--- src/rtl/adder_prefix_pipe.sv ---
// adder_prefix_pipe: segmented pipelined Brent-Kung adder/subtractor with valid/ready handshake
module adder_prefix_pipe #(
  parameter int WIDTH = 32,
  parameter int SEGS = 4
) (
  input  logic             clk,
  input  logic             rst,
  input  logic             in_valid,
  output logic             in_ready,
  input  logic [WIDTH-1:0] a,
  input  logic [WIDTH-1:0] b,
  input  logic             cin,
  input  logic             sub,
  output logic             out_valid,
  input  logic             out_ready,
  output logic [WIDTH-1:0] sum,
  output logic             cout,
  output logic             ovf
);
  localparam int SW = WIDTH / SEGS;
  function automatic logic [SW+1:0] bk_add(input logic [SW-1:0] x, input logic [SW-1:0] y, input logic ci);
    logic [SW-1:0] p, pg, pp, c;
    p = x ^ y;
    pg = x & y;
    pp = p;
    for (int d = 1; d < SW; d = d * 2)
      for (int i = 2 * d - 1; i < SW; i += 2 * d) begin
        pg[i] = pg[i] | (pp[i] & pg[i-d]);
        pp[i] = pp[i] & pp[i-d];
      end
    for (int d = 1 << $clog2(SW); d >= 1; d = d / 2)
      for (int i = 3 * d - 1; i < SW; i += 2 * d) begin
        pg[i] = pg[i] | (pp[i] & pg[i-d]);
        pp[i] = pp[i] & pp[i-d];
      end
    c = '0;
    c[0] = ci;
    for (int i = 1; i < SW; i++) c[i] = pg[i-1] | (pp[i-1] & ci);
    return {pg[SW-1] | (pp[SW-1] & ci), c[SW-1], p ^ c};
  endfunction
  logic [SEGS:0]    v_q, v_d, c_q, c_d;
  logic [WIDTH-1:0] a_q [SEGS];
  logic [WIDTH-1:0] a_d [SEGS];
  logic [WIDTH-1:0] b_q [SEGS];
  logic [WIDTH-1:0] b_d [SEGS];
  logic [WIDTH-1:0] s_q [SEGS+1];
  logic [WIDTH-1:0] s_d [SEGS+1];
  logic             o_q, o_d;
  logic             out_valid_q, out_valid_d, cout_q, cout_d, ovf_q, ovf_d;
  logic [WIDTH-1:0] sum_q, sum_d;
  logic             stall;
  assign stall = out_valid_q && !out_ready;
  assign in_ready = !stall;
  assign out_valid = out_valid_q;
  assign sum = sum_q;
  assign cout = cout_q;
  assign ovf = ovf_q;
  // stage 0 latches effective operands; stage k resolves segment k-1, skews operands and carries resolved sums
  always_comb begin
    logic [SW+1:0] r;
    v_d = {v_q[SEGS-1:0], in_valid && in_ready};
    c_d = '0;
    c_d[0] = sub ? ~cin : cin;
    a_d[0] = a;
    b_d[0] = sub ? ~b : b;
    s_d[0] = '0;
    o_d = 1'b0;
    r = '0;
    for (int k = 1; k < SEGS; k++) begin
      a_d[k] = a_q[k-1];
      b_d[k] = b_q[k-1];
    end
    for (int k = 1; k <= SEGS; k++) begin
      r = bk_add(a_q[k-1][(k-1)*SW +: SW], b_q[k-1][(k-1)*SW +: SW], c_q[k-1]);
      s_d[k] = s_q[k-1];
      s_d[k][(k-1)*SW +: SW] = r[SW-1:0];
      c_d[k] = r[SW+1];
      o_d = r[SW+1] ^ r[SW];
    end
  end
  // output registers load only on a valid result so the last one stays visible
  always_comb begin
    out_valid_d = v_q[SEGS];
    sum_d = v_q[SEGS] ? s_q[SEGS] : sum_q;
    cout_d = v_q[SEGS] ? c_q[SEGS] : cout_q;
    ovf_d = v_q[SEGS] ? o_q : ovf_q;
  end
  // whole pipeline advances together and freezes on stall
  always_ff @(posedge clk or posedge rst)
    if (rst) begin
      v_q <= '0;
      c_q <= '0;
      a_q <= '{default: '0};
      b_q <= '{default: '0};
      s_q <= '{default: '0};
      o_q <= 1'b0;
      out_valid_q <= 1'b0;
      sum_q <= '0;
      cout_q <= 1'b0;
      ovf_q <= 1'b0;
    end else if (!stall) begin
      v_q <= v_d;
      c_q <= c_d;
      a_q <= a_d;
      b_q <= b_d;
      s_q <= s_d;
      o_q <= o_d;
      out_valid_q <= out_valid_d;
      sum_q <= sum_d;
      cout_q <= cout_d;
      ovf_q <= ovf_d;
    end
endmodule

--- config.mk ---
export PLATFORM = sky130hd
export DESIGN_NAME = adder_prefix_pipe
export DESIGN_NICKNAME = d
export VERILOG_FILES = /design/src/rtl/adder_prefix_pipe.sv
export SDC_FILE = /design/constraint.sdc
export NUM_CORES = 1
export LEC_CHECK = 0
export CAP_MARGIN = 20
export CORE_MARGIN = 2
export CORE_UTILIZATION = 55
export DETAILED_ROUTE_END_ITERATION = 6
export GPL_ROUTABILITY_DRIVEN = 0
export PLACE_DENSITY = 0.77
export SLEW_MARGIN = 20
export SYNTH_ARGS = -nofsm -noshare
export SYNTH_HDL_FRONTEND = slang
export SYNTH_SLANG_ARGS = --single-unit
--- constraint.sdc ---
create_clock -name clk -period 10.9 [get_ports clk]
set_clock_uncertainty 0.1 [all_clocks]
set_input_delay 1.635 -clock clk [delete_from_list [all_inputs] [get_ports clk]]
set_output_delay 1.635 -clock clk [all_outputs]
set_load 0.01 [all_outputs]
Word level (Yosys, flattened, before mapping). Cells that the tools add are included.

Register bits: 382. Input port bits: 70. Output and inout bits: 36. Word-level logic and storage cells: 238.

Multiplexer cells: 2. Bitwise operators: 212. Reductions and logical operators: 5.

Operator list (number): 1-bit AND (120); 1-bit OR (76); 8-bit bitwise XOR (8); 8-bit AND (4); 32-bit 2-to-1 mux (1); 32-bit inverter (1); 1-bit logical AND (2); 1-bit logical NOT (2); 1-bit inverter (2); 2-bit AND reduction (1); 1-bit 2-to-1 mux (1); 1-bit bitwise XOR (1).

Depth between registers and ports, before layout.
Depth after elaboration: 11. Gate-level depth with buffers: 8. Depth with buffers taken out: 6.

Worst setup path after synthesis. Ideal clock, no wire load.

Path kind: input-to-output. Start: in out_ready. End: out in_ready. Arrival time: 2.347 ns. Slack: 6.818 ns. Stages on the path: 5. Path buffers: 3. Cell sequence: nor2b_1 buf_2 inv_2 buf_2 buf_1.

Cells in the longest elaborated chain, start to end: 3.

RTL lines: from (decl) (line 15) `input logic out_ready,`; 1-bit logical NOT (line 52) `assign stall = out_valid_q && !out_ready;`; 1-bit logical AND (line 52); 1-bit logical NOT; to (decl) (line 9) `output logic in_ready,`.

No other way between the ends.

Worst setup path in the final report. Ends and elaborated chain as after synthesis.

==> key figures <==
Placement
  • Port bufs: approximately 110
  • # placed instances: roughly 1600
  • DP Wirelength: between 10 and 15 mm
  • DP Area: around 0.013 mm^2

STA
  • Setup violators final: 0
  • Worst slew margin: 0.344
  • Crit path time final: roughly 5.8 ns
  • Max-slew violations: 0
  • Final Hold Viols: 0
  • Period utilization: 0.530
  • Unrepaired setup endpoints after global routing: no
  • Slew @ Worst Pin: between 0.9 and 1 ns
  • Fin Setup TNS: 0 ns
  • Peak Freq: between 150 and 200 MHz

GRT
  • Number of global-route vias before repair: ~8000
  • GRT Total Usage: 0.197
  • Initial antenna violation count: 0
  • Largest net degree at the start of global routing: between 100 and 150
  • First-pass GRT wire length: 38.8 mm
  • GRT overflow: 0

Worst setup path
  • CP peak stage delay: 0.72 ns
  • Reg2reg setup slack: 7.95 ns
  • WP buf/inv: 4
  • Worst Setup Path Type: primary input to output pin
  • Cell seen most often among critical-path stages: clkdlybuf4s50_1
  • Startpoint Class: primary input
  • Crit-path leading delay family: buffers and inverters
  • RR Endpoint: s_d[71]
  • Critical Path, Cell by Cell: clkdlybuf4s50_1 -> nor2b_4 -> buf_4 -> inv_6 -> clkdlybuf4s50_1
  • Setup crit end: in_ready
  • Crit end category: output pin
  • Crit Path Max Fanout: between 100 and 150
  • Crit path depth: 5
  • RR Startpoint: out_valid
  • Critical Path AT: between 4 and 5 ns
  • Critical path's slowest cell: inv_6
  • Worst R2R Path Depth: 7
  • Worst setup path startpoint: out_ready
  • CP required: between 9 and 10 ns

Synth
  • Area leader, netlist: dfrtp_1
  • Top cell type's share of synthesized area: 0.592
  • Distinct cells, synth: just over 40
  • Seq/Total Area, Yosys: 0.592
  • Ys flop type: dfrtp_1
  • FFs w/ async S/R, synth: 1.00
  • Synth Net Count: around 1400
  • Number of synthesized flops with an enable pin: 0
  • Cells after Synth: 1257
  • Most frequent cells after synthesis: 576 x nand2_1, 286 x dfrtp_1, 42 x clkbuf_1, 42 x o21ai_0, 42 x xnor2_1
  • Syn avg cell area: around 9.6 um^2
  • Synth top area cells: dfrtp_1 59%, nand2_1 18%, ha_1 3.3%
  • Top-count cell post-synth: nand2_1
  • Seq cells post-synth: 286
  • Syn Std Cell Area: between 0.01 and 0.015 mm^2
  • Syn. warnings: 0

Finish
  • FILL cells: about 1700
  • N_diodes: 0
  • Post-route cell area: 0.0143 mm^2
  • NumNets Final: 1442
  • Layout cells sized above 1: 0.0508
  • FF+latch area: ~0.0072 mm^2
  • Layout area overhead: 18.6%
  • Area of the multi-input gates: approximately 0.0046 mm^2
  • Cell Count, Final, Fillers Out: 1637

Clocking
  • CTS tree: built
  • # H-tree levels: 1
  • Root Buffer: clkbuf_16
  • Clock sinks: ~290
  • Post-CTS Setup Repair Bufs: 0
  • Reg clk slew, reported paths: about 0.060 ns
  • Worst skew pair latency: roughly 0.53 ns
  • CTS resizes: 0
  • TritonCTS Buffers: 28
  • Clock buffer depth: 3
  • Hold Buf Count CTS: 0

Die
  • Ports: between 100 and 150
  • Row cnt: 54
  • Core Area: around 0.022 mm^2
  • Starting density of the core: 0.558
  • Die height: 152 um
  • Die Wd: 152 um
  • Die Footprint: 0.0232 mm^2

Detailed routing
  • Via Count: around 8300
  • Wire per inst: between 10 and 15 um
  • Total routed wirelength: between 20 and 25 mm
  • # DRC: 0
  • 1st-iter DRT viols: 607
  • Post-route ant nets: 0
  • Via density: just over 5
  • Pre-Repair DR Iteration Count: 5

Job
  • Max-cap violations: 0

Power
  • PwrDens: 307 mW/mm^2
  • Leak: between 0.007 and 0.008 uW
  • Worst IR drop on VDD: approximately 0.15 mV

Run status
  • Outcome: complete, no violations

Min path
  • Worst min path class: flip-flop to flip-flop
[stage by stage]
| stage | hold WS [ns] | power, uW | util | setup slack (ns) |
|---|---|---|---|---|
| floorplan | 0.332 | 2900 | - | 1.27 |
| global placement | 0.346 | 3300 | 0.613 | 5.16 |
| detailed placement | 0.354 | 3380 | 0.613 | 5.15 |
| CTS | 0.367 | 4430 | 0.660 | 5.12 |
| global route | 0.380 | 4740 | 0.661 | 5.00 |
| finish | 0.361 | 4400 | 0.661 | 5.12 |
[kinds of logic after synthesis]
| logic type | share of synthesized area |
|---|---|
| DFF | 0.592 |
| buffers and inverters | 0.0261 |
| AOI/OAI and AO/OA | 0.0629 |
| xor gates and xnor gates | 0.0413 |
| muxes | 0.0317 |
| and+or+nand+nor | 0.207 |
| adders and majority gates | 0.0397 |
[how the worst min path moves through the flow]
| stage | startpoint | to | slack [ns] | cells after the start |
|---|---|---|---|---|
| detailed placement | s_q[4] | s_q[4] | 0.35 | 2 |
| global route | b_d[59] | b_d[59] | 0.38 | 2 |
| finish | s_q[4] | s_q[4] | 0.36 | 2 |
| floorplan | s_q[0] | s_q[0] | 0.33 | 2 |
| CTS | a_d[80] | a_d[48] | 0.37 | 2 |
| global placement | s_q[10] | s_q[10] | 0.35 | 2 |
[cell usage in the layout (no fill, tap or decap), drive strengths merged, types with 14 or more instances in the layout]
master	n
xor2	15
nor2	25
clkdlybuf4s50	104
inv	14
mux2	34
o21ai	58
nand2	576
a21oi	33
clkbuf	44
xnor2	42
ha	32
dfrtp	286
[power by group]
part	switching, uW	leakage [uW]	internal (uW)
Combinational	858	0.00307	701
Sequential	270	0.00345	1550
Clock	388	0.000505	635
[area by class of cell]
cell class	instances	area share
Sequential cell	286	0.499
Clock inverter	7	0.00768
Multi-Input combinational cell	893	0.323
Clock buffer	44	0.0629
Inverter	14	0.00454
Timing Repair Buffer	113	0.0788
Tap cell	280	0.0244
[registers in the layout, indices dropped and copies added, names as in the netlist]
| signal | cells |
|---|---|
| ovf | 1 |
| out_valid | 1 |
| o_q | 1 |
| b_d | 72 |
| s_d | 48 |
| s_q | 32 |
| sum | 32 |
| a_q | 8 |
| c_q | 5 |
| cout | 1 |
| v_q | 5 |
| b_q | 8 |
| a_d | 72 |
[per-layer routing]
metal  share of wire  up-vias  GRT usage  wire length, um
met2            0.46      157      0.304            10200
met3           0.041       34     0.0265              908
met5               0        -          0                0
met4           0.018        0     0.0481              406
li1                -     4185          -                -
met1            0.48     3957      0.301            10900
[tightest hold or removal path, cell delays in order (launching register included)]
cell and delay (ns):
dfrtp_1 0.33, nand2_1 0.05, nand2_1 0.05
Note: power is estimated with default switching activity, not from simulation.
